--- src/rtl/bumpy_motion_fsm_pkg.sv ---
// Shared types and index constants for the bumpy ball motion block.
// Edge bits follow the HitEdgeCode layout {Left, Top, Right, Bottom}.
package bumpy_pkg;

  typedef enum logic [1:0] {
    GROUNDED = 2'b00,
    AIR      = 2'b01,
    DEAD     = 2'b10
  } motion_state_e;

  localparam int EDGE_BOTTOM = 0;
  localparam int EDGE_RIGHT  = 1;
  localparam int EDGE_TOP    = 2;
  localparam int EDGE_LEFT   = 3;
  localparam int NUM_EDGE    = 4;

  localparam int BTN_RIGHT = 0;
  localparam int BTN_LEFT  = 1;
  localparam int BTN_JUMP  = 2;
  localparam int NUM_BTN   = 3;

  function automatic logic is_onehot3(input logic [NUM_BTN-1:0] v);
    return (v == 3'b001) || (v == 3'b010) || (v == 3'b100);
  endfunction

endpackage

--- src/rtl/bumpy_motion_fsm_if.sv ---
// Port bundle between debounce/collision logic, the motion block and the sprite drawer.
// startOfFrame is a one-cycle pulse; buttons/respawn are levels; HitEdgeCode is valid only while collision=1.
interface bumpy_motion_fsm_if #(
  parameter int POS_W = 11
);
  logic                    startOfFrame;
  logic                    right;
  logic                    left;
  logic                    jump;
  logic                    respawn;
  logic                    collision;
  logic [3:0]              HitEdgeCode;
  logic signed [POS_W-1:0] topLeftX;
  logic signed [POS_W-1:0] topLeftY;
  logic [1:0]              state;
  logic                    dead;

  modport master (
    output startOfFrame, right, left, jump, respawn, collision, HitEdgeCode,
    input  topLeftX, topLeftY, state, dead
  );

  modport slave (
    input  startOfFrame, right, left, jump, respawn, collision, HitEdgeCode,
    output topLeftX, topLeftY, state, dead
  );
endinterface

--- src/rtl/bumpy_motion_fsm_frame_event_latch.sv ---
// OR-accumulates N event bits over one frame, optionally on rising edges only.
// On clear the frame total is handed over and the same-cycle events seed the next frame.
module frame_event_latch #(
  parameter int N           = 3,
  parameter bit EDGE_DETECT = 1'b1
) (
  input  logic         clk,
  input  logic         rst_n,
  input  logic         clear,
  input  logic         sample_en,
  input  logic [N-1:0] in_bits,
  output logic [N-1:0] acc
);

  logic [N-1:0] prev_q, prev_d;
  logic [N-1:0] acc_q, acc_d;
  logic [N-1:0] events;

  always_comb begin
    prev_d = in_bits;
    events = EDGE_DETECT ? (in_bits & ~prev_q) : in_bits;
    if (!sample_en) events = '0;
    acc_d = clear ? events : (acc_q | events);
  end

  always_ff @(posedge clk or negedge rst_n) begin
    if (!rst_n) begin
      prev_q <= '0;
      acc_q  <= '0;
    end else begin
      prev_q <= prev_d;
      acc_q  <= acc_d;
    end
  end

  assign acc = acc_q;

endmodule

--- src/rtl/bumpy_motion_fsm.sv ---
// Fixed-point ball motion with gravity, button launches and per-edge collision response.
// All motion is applied once per startOfFrame from the events gathered in the previous frame.
module bumpy_motion_fsm
  import bumpy_pkg::*;
#(
  parameter int FRAC_BITS  = 6,
  parameter int POS_W      = 11,
  parameter int SPEED_W    = 12,
  parameter int INITIAL_X  = 100,
  parameter int INITIAL_Y  = 100,
  parameter int GRAVITY    = 10,
  parameter int JUMP_SPEED = 256,
  parameter int HOP_SPEED  = 128,
  parameter int SIDE_SPEED = 160,
  parameter int MAX_FALL   = 512,
  parameter bit BOUNCE_X   = 1'b0,
  parameter int X_MAX      = 607,
  parameter int Y_MAX      = 479
) (
  input logic                clk,
  input logic                resetN,
  bumpy_motion_fsm_if.slave  bus
);

  localparam int PW = POS_W + FRAC_BITS + 1;

  localparam logic signed [PW-1:0]      INIT_PX = PW'(INITIAL_X * (2 ** FRAC_BITS));
  localparam logic signed [PW-1:0]      INIT_PY = PW'(INITIAL_Y * (2 ** FRAC_BITS));
  localparam logic signed [PW-1:0]      X_LIM   = PW'(X_MAX * (2 ** FRAC_BITS));
  localparam logic signed [PW-1:0]      Y_LIM   = PW'(Y_MAX * (2 ** FRAC_BITS));
  localparam logic signed [SPEED_W-1:0] JUMP_C  = SPEED_W'(JUMP_SPEED);
  localparam logic signed [SPEED_W-1:0] HOP_C   = SPEED_W'(HOP_SPEED);
  localparam logic signed [SPEED_W-1:0] SIDE_C  = SPEED_W'(SIDE_SPEED);
  localparam logic signed [SPEED_W:0]   GRAV_C  = (SPEED_W+1)'(GRAVITY);
  localparam logic signed [SPEED_W:0]   MAXF_C  = (SPEED_W+1)'(MAX_FALL);

  function automatic logic signed [PW-1:0] sext(input logic signed [SPEED_W-1:0] v);
    return {{(PW-SPEED_W){v[SPEED_W-1]}}, v};
  endfunction

  motion_state_e             state_q, state_d;
  logic signed [PW-1:0]      px_q, px_d, py_q, py_d;
  logic signed [SPEED_W-1:0] xs_q, xs_d, ys_q, ys_d;

  logic signed [SPEED_W-1:0] xs_hit, ys_hit;
  logic signed [SPEED_W:0]   ys_grav;
  logic signed [PW-1:0]      nx, ny;
  logic                      xs_neg, xs_pos, ys_neg;

  logic [NUM_BTN-1:0]  btn_acc;
  logic [NUM_EDGE-1:0] hit_acc;
  logic                sof;

  assign sof = bus.startOfFrame;

  frame_event_latch #(.N(NUM_BTN), .EDGE_DETECT(1'b1)) u_btn_latch (
    .clk       (clk),
    .rst_n     (resetN),
    .clear     (sof),
    .sample_en (1'b1),
    .in_bits   ({bus.jump, bus.left, bus.right}),
    .acc       (btn_acc)
  );

  frame_event_latch #(.N(NUM_EDGE), .EDGE_DETECT(1'b0)) u_hit_latch (
    .clk       (clk),
    .rst_n     (resetN),
    .clear     (sof),
    .sample_en (bus.collision),
    .in_bits   (bus.HitEdgeCode),
    .acc       (hit_acc)
  );

  always_ff @(posedge clk or negedge resetN) begin
    if (!resetN) begin
      state_q <= AIR;
      px_q    <= INIT_PX;
      py_q    <= INIT_PY;
      xs_q    <= '0;
      ys_q    <= '0;
    end else begin
      state_q <= state_d;
      px_q    <= px_d;
      py_q    <= py_d;
      xs_q    <= xs_d;
      ys_q    <= ys_d;
    end
  end

  always_comb begin
    state_d = state_q;
    px_d    = px_q;
    py_d    = py_q;
    xs_d    = xs_q;
    ys_d    = ys_q;
    xs_neg  = xs_q[SPEED_W-1];
    xs_pos  = !xs_q[SPEED_W-1] && (xs_q != '0);
    ys_neg  = ys_q[SPEED_W-1];
    xs_hit  = xs_q;
    ys_hit  = ys_q;
    nx      = px_q;
    ny      = py_q;
    ys_grav = '0;

    if (sof) begin
      case (state_q)
        GROUNDED: begin
          if (is_onehot3(btn_acc)) begin
            state_d = AIR;
            if (btn_acc[BTN_JUMP]) begin
              xs_d = '0;
              ys_d = -JUMP_C;
            end else if (btn_acc[BTN_RIGHT]) begin
              xs_d = SIDE_C;
              ys_d = -HOP_C;
            end else begin
              xs_d = -SIDE_C;
              ys_d = -HOP_C;
            end
          end else if ((btn_acc == '0) && !hit_acc[EDGE_BOTTOM]) begin
            // Walked off a ledge: start falling from rest.
            state_d = AIR;
            ys_d    = '0;
          end
        end

        AIR: begin
          if (hit_acc[EDGE_BOTTOM] && !ys_neg) begin
            state_d = GROUNDED;
            xs_d    = '0;
            ys_d    = '0;
          end else begin
            if (hit_acc[EDGE_TOP] && ys_neg) ys_hit = '0;
            if ((hit_acc[EDGE_LEFT] && xs_neg) || (hit_acc[EDGE_RIGHT] && xs_pos))
              xs_hit = BOUNCE_X ? -xs_q : '0;
            nx      = px_q + sext(xs_hit);
            ny      = py_q + sext(ys_hit);
            ys_grav = {ys_hit[SPEED_W-1], ys_hit} + GRAV_C;
            px_d    = nx;
            py_d    = ny;
            xs_d    = xs_hit;
            ys_d    = (ys_grav > MAXF_C) ? MAXF_C[SPEED_W-1:0] : ys_grav[SPEED_W-1:0];
            if (nx[PW-1]) begin
              px_d = '0;
              xs_d = '0;
            end else if (nx > X_LIM) begin
              px_d = X_LIM;
              xs_d = '0;
            end
            // Leaving the bottom of the playfield freezes the ball where it was.
            if (ny > Y_LIM) begin
              state_d = DEAD;
              px_d    = px_q;
              py_d    = py_q;
              xs_d    = '0;
              ys_d    = '0;
            end
          end
        end

        DEAD: begin
          if (bus.respawn) begin
            state_d = AIR;
            px_d    = INIT_PX;
            py_d    = INIT_PY;
            xs_d    = '0;
            ys_d    = '0;
          end
        end

        default: state_d = AIR;
      endcase
    end
  end

  // Pixel outputs are the floor of the fixed-point position, taken straight from the registers.
  always_comb begin
    bus.topLeftX = px_q[POS_W+FRAC_BITS-1:FRAC_BITS];
    bus.topLeftY = py_q[POS_W+FRAC_BITS-1:FRAC_BITS];
    bus.state    = state_q;
    bus.dead     = (state_q == DEAD);
  end

endmodule
--- src/flat_wrapper.sv ---
// flat-port wrapper written by rule: the top's interface ports become plain ports
module bumpy_motion_fsm_flat import bumpy_pkg::*;
#(
  parameter int FRAC_BITS  = 6,
  parameter int POS_W      = 11,
  parameter int SPEED_W    = 12,
  parameter int INITIAL_X  = 100,
  parameter int INITIAL_Y  = 100,
  parameter int GRAVITY    = 10,
  parameter int JUMP_SPEED = 256,
  parameter int HOP_SPEED  = 128,
  parameter int SIDE_SPEED = 160,
  parameter int MAX_FALL   = 512,
  parameter bit BOUNCE_X   = 1'b0,
  parameter int X_MAX      = 607,
  parameter int Y_MAX      = 479
)
  (clk, resetN, bus_startOfFrame, bus_right, bus_left, bus_jump, bus_respawn, bus_collision, bus_HitEdgeCode, bus_topLeftX, bus_topLeftY, bus_state, bus_dead);
  bumpy_motion_fsm_if #(.POS_W(POS_W)) bus_i ();
  input logic clk;
  input logic resetN;
  input wire logic [$bits(bus_i.startOfFrame)-1:0] bus_startOfFrame;
  input wire logic [$bits(bus_i.right)-1:0] bus_right;
  input wire logic [$bits(bus_i.left)-1:0] bus_left;
  input wire logic [$bits(bus_i.jump)-1:0] bus_jump;
  input wire logic [$bits(bus_i.respawn)-1:0] bus_respawn;
  input wire logic [$bits(bus_i.collision)-1:0] bus_collision;
  input wire logic [$bits(bus_i.HitEdgeCode)-1:0] bus_HitEdgeCode;
  output wire logic [$bits(bus_i.topLeftX)-1:0] bus_topLeftX;
  output wire logic [$bits(bus_i.topLeftY)-1:0] bus_topLeftY;
  output wire logic [$bits(bus_i.state)-1:0] bus_state;
  output wire logic [$bits(bus_i.dead)-1:0] bus_dead;
  assign bus_i.startOfFrame = bus_startOfFrame;
  assign bus_i.right = bus_right;
  assign bus_i.left = bus_left;
  assign bus_i.jump = bus_jump;
  assign bus_i.respawn = bus_respawn;
  assign bus_i.collision = bus_collision;
  assign bus_i.HitEdgeCode = bus_HitEdgeCode;
  assign bus_topLeftX = bus_i.topLeftX;
  assign bus_topLeftY = bus_i.topLeftY;
  assign bus_state = bus_i.state;
  assign bus_dead = bus_i.dead;
  bumpy_motion_fsm #(.FRAC_BITS(FRAC_BITS), .POS_W(POS_W), .SPEED_W(SPEED_W), .INITIAL_X(INITIAL_X), .INITIAL_Y(INITIAL_Y), .GRAVITY(GRAVITY), .JUMP_SPEED(JUMP_SPEED), .HOP_SPEED(HOP_SPEED), .SIDE_SPEED(SIDE_SPEED), .MAX_FALL(MAX_FALL), .BOUNCE_X(BOUNCE_X), .X_MAX(X_MAX), .Y_MAX(Y_MAX)) u_core (.clk(clk), .resetN(resetN), .bus(bus_i));
endmodule
--- config.mk ---
export PLATFORM = sky130hd
export DESIGN_NAME = bumpy_motion_fsm_flat
export DESIGN_NICKNAME = d
export VERILOG_FILES = /design/src/rtl/bumpy_motion_fsm_pkg.sv /design/src/rtl/bumpy_motion_fsm_if.sv /design/src/rtl/bumpy_motion_fsm_frame_event_latch.sv /design/src/rtl/bumpy_motion_fsm.sv /design/src/flat_wrapper.sv
export SDC_FILE = /design/constraint.sdc
export NUM_CORES = 1
export LEC_CHECK = 0
export ABC_AREA = 0
export ABC_CLOCK_PERIOD_IN_PS = 6550
export CORE_ASPECT_RATIO = 0.5
export CORE_MARGIN = 1
export CORE_UTILIZATION = 63
export DETAILED_ROUTE_END_ITERATION = 8
export PLACE_DENSITY_LB_ADDON = 0.25
export SLEW_MARGIN = 25
export SYNTH_ARGS = -nofsm -noshare
export SYNTH_HDL_FRONTEND = slang
export SYNTH_HIERARCHICAL = 1
export SYNTH_SLANG_ARGS = --single-unit
--- constraint.sdc ---
create_clock -name clk -period 6.55 [get_ports clk]
set_input_delay 1.31 -clock clk [delete_from_list [all_inputs] [get_ports clk]]
set_output_delay 1.31 -clock clk [all_outputs]
set_load 0.01 [all_outputs]
==> impl_results.md <==
- Outcome: finished clean
- Syn Area/Cell: roughly 8.4 sq um
- Leak pwr: 2.93 nW
- Arr. time, crit path: about 5.7 ns
- DR iter-0 viols: 388
- Clock power frac: 0.188
- P&R area growth vs syn: 10.3%
- Core area: just under 9000 sq um
- Setup crit start kind: flop
- DIE AREA: 9580 sq um
- Sw power: 1.44 mW
- Initial core utilization: 0.657
- Total Power: around 3.1 mW
- Remaining antenna violation count after routing: 0
- Ant diodes: 0
- Crit end category: flop
- Post-synth ARST share: 1.00
- Clock transition at path regs: 0.06 ns
- Fin. Hold Viols: 0
- Worst-Margin Slew: 0.909 ns
- CTS resizes: 0
- GRT Overall Usage: 0.313
- Peak Freq: 184 MHz
- CTS H-tree depth: 3
- Die X: roughly 140 um
- Setup Viol. Count Final: 0
- P_int: around 1.7 mW
- Seq/Total Area, Yosys: 0.309
- WHS: between 0.4 and 0.5 ns
- RSZ-0062 raised after global routing: no
- Post-route cell area: 6370 sq um
- # DRC: 0
- Clk_lat worst skew: around 0.34 ns
- Total wire length: 13.9 mm
- Clock sink count: between 70 and 80
- Post-synth cell types: 74
- Kind of critical path: flop to flop
- Grt ovf: 0
- #FFs+latches synth: 71
- Fin nets: between 700 and 800
- Combinational share of power: 0.590
- First-pass GRT wire length: approximately 24 mm
- Most frequent cells in the layout: nand2_1, dfrtp_1, a21oi_1
- Final Util: 0.724
- Reg2Reg Launch Point: u_core/xs_q[5]
- CP Launch Point: u_core/xs_q[5]
- Vias in the first global route: 4932
- Post-synth EDFFs: 0
- Largest net degree at the start of global routing: 72
- Initial antenna violation count: 0
- CTS buffer count: 9
- Worst IR Drop VDD: around 270 uV
- Mapped Area: roughly 5800 sq um
- Sw Ratio: 0.463
- Most used DFF post-synth: dfrtp_1
- CTS tree: done
- Slew Viols, Final: 0
- CTS Hold Buffers Added: 0
- Worst Path Required: between 6 and 7 ns
- I/O Buffers: 36
- FP Rows: 24
- WL per Instance: around 17 um
- Hpwl dp: around 10 mm
- Fin crit share: 0.831
- Period minus WS final: approximately 5.4 ns
- Hold WC Path Type: flop to flop
- Max_slew headroom: 0.394
- Crit path max fanout: 12
- Seq pwr share: 0.221
- YS warnings: 6
- Placed Area: around 6000 sq um
- First drt pass iteration count: 5
- Clk buf depth: 2
- Ports: 37
- Vias per cell: 6.44
- Power per cell area: roughly 490 nW/um^2
- Layout cells sized above 1: 0.0639
- Post-Synthesis Cells: slightly below 700
- Setup TNS: 0 ns
- Max-cap violations: 0
- Post-CTS Setup Bufs: 0
- Worst clock skew: 0.00897 ns
- CTS Root Cell: clkbuf_16
- Hold path start: u_core/u_btn_latch/prev_q[0]
- Most common cell after layout, fill and taps aside: nand2_1
- Die height: between 60 and 70 um
- Routed vias: around 5.2k
- Routability cong.: between 0.9 and 1
## flip-flops by register name, summed over array words and instances, names as in the netlist
name                       flops
u_core/u_btn_latch/acc         3
u_core/bus.state               2
u_core/xs_q                   12
u_core/u_hit_latch/acc         4
u_core/px_q                   17
u_core/ys_q                   12
u_core/py_q                   18
u_core/u_btn_latch/prev_q      3
## cell type report
cell class,instances,area (sq um)
inverter,29,109
sequential,71,1790
timing repair buffer,38,373
fill,662,2430
clock buffer,11,253
multi-input combinational,535,3600
tap,117,146
clock inverter,5,104
## power by group through the flow
| stage | sequential (mW) | combinational (mW) | clock (mW) |
|---|---|---|---|
| global placement | 0.687 | 1.76 | 0 |
| CTS | 0.689 | 1.82 | 0.595 |
| floorplan | 0.644 | 1.43 | 0 |
| detailed placement | 0.695 | 1.79 | 0 |
| finish | 0.690 | 1.84 | 0.587 |
| global route | 0.706 | 2.03 | 0.608 |
## worst max-delay path, cell delays in order (launching register included)
cell and delay (ns):
dfrtp_1 0.39, nor4_1 0.28, nand2_1 0.08, o41ai_1 0.24, nor2_1 0.08, a21oi_1 0.55, and2_1 0.23, ha_1 0.34
and3_4 0.22, a221oi_4 0.39, o21bai_2 0.15, a311o_1 0.34, a32o_1 0.25, o31ai_4 0.30, nand3_1 0.39, o41ai_2 0.89
a21o_1 0.24
## per-layer routing
metal,part of all wire,vias to the layer above,GRT usage
met5,0,-,0
met3,0.067,28,0.0607
met1,0.46,2464,0.437
met2,0.46,185,0.487
li1,-,2512,-
met4,0.017,0,0.103
## cells by family after synthesis
kind of cell,after synthesis,share of synthesized area
xor gates and xnor gates,32,0.0485
DFF,71,0.309
and+or+nand+nor,231,0.202
AOI/OAI and AO/OA,224,0.269
other,1,0.000649
adders and majority gates,40,0.0892
muxes,5,0.00910
buffers and inverters,84,0.0721
## path summary, 6_finish.rpt
path | cells past startpoint | to | slack (ns)
worst max-delay path | 16 | u_core/xs_q[8] | 1.11
worst min-delay path | 1 | u_core/u_btn_latch/acc[0] | 0.44
worst max register to register | 16 | u_core/xs_q[8] | 1.11
worst min register to register | 1 | u_core/u_btn_latch/acc[0] | 0.44
max in group asynchronous | 1 | u_core/ys_q[2] | 4.86
min in group asynchronous | 1 | u_core/px_q[10] | 1.09
## through the flow
stage / cells / setup WS [ns]
3_3_place_gp: 790 / 1.37
6_report: 806 / 1.11
4_1_cts: 806 / 1.13
3_5_place_dp: 790 / 1.23
5_1_grt: 806 / 0.453
2_1_floorplan: 690 / 2.38
## synthesized netlist by cell type (all sizes together), types with 9 or more instances
master   n  share of area
nand3   18          0.016
nor4     9         0.0097
a21oi   44          0.038
o21ai   54          0.047
nor2    29          0.019
o21a    12          0.016
inv     29          0.019
dfrtp   64           0.28
o31ai   18          0.026
xnor2   22          0.033
ha      38          0.082
a21o    21          0.027
nor3    13          0.011
xor2    10          0.015
nand2   84          0.055
buf     31          0.038
and2    27          0.029
clkbuf  24          0.016
a211oi   9          0.012
and3    11          0.013
Note: power is estimated with default switching activity, not from simulation.
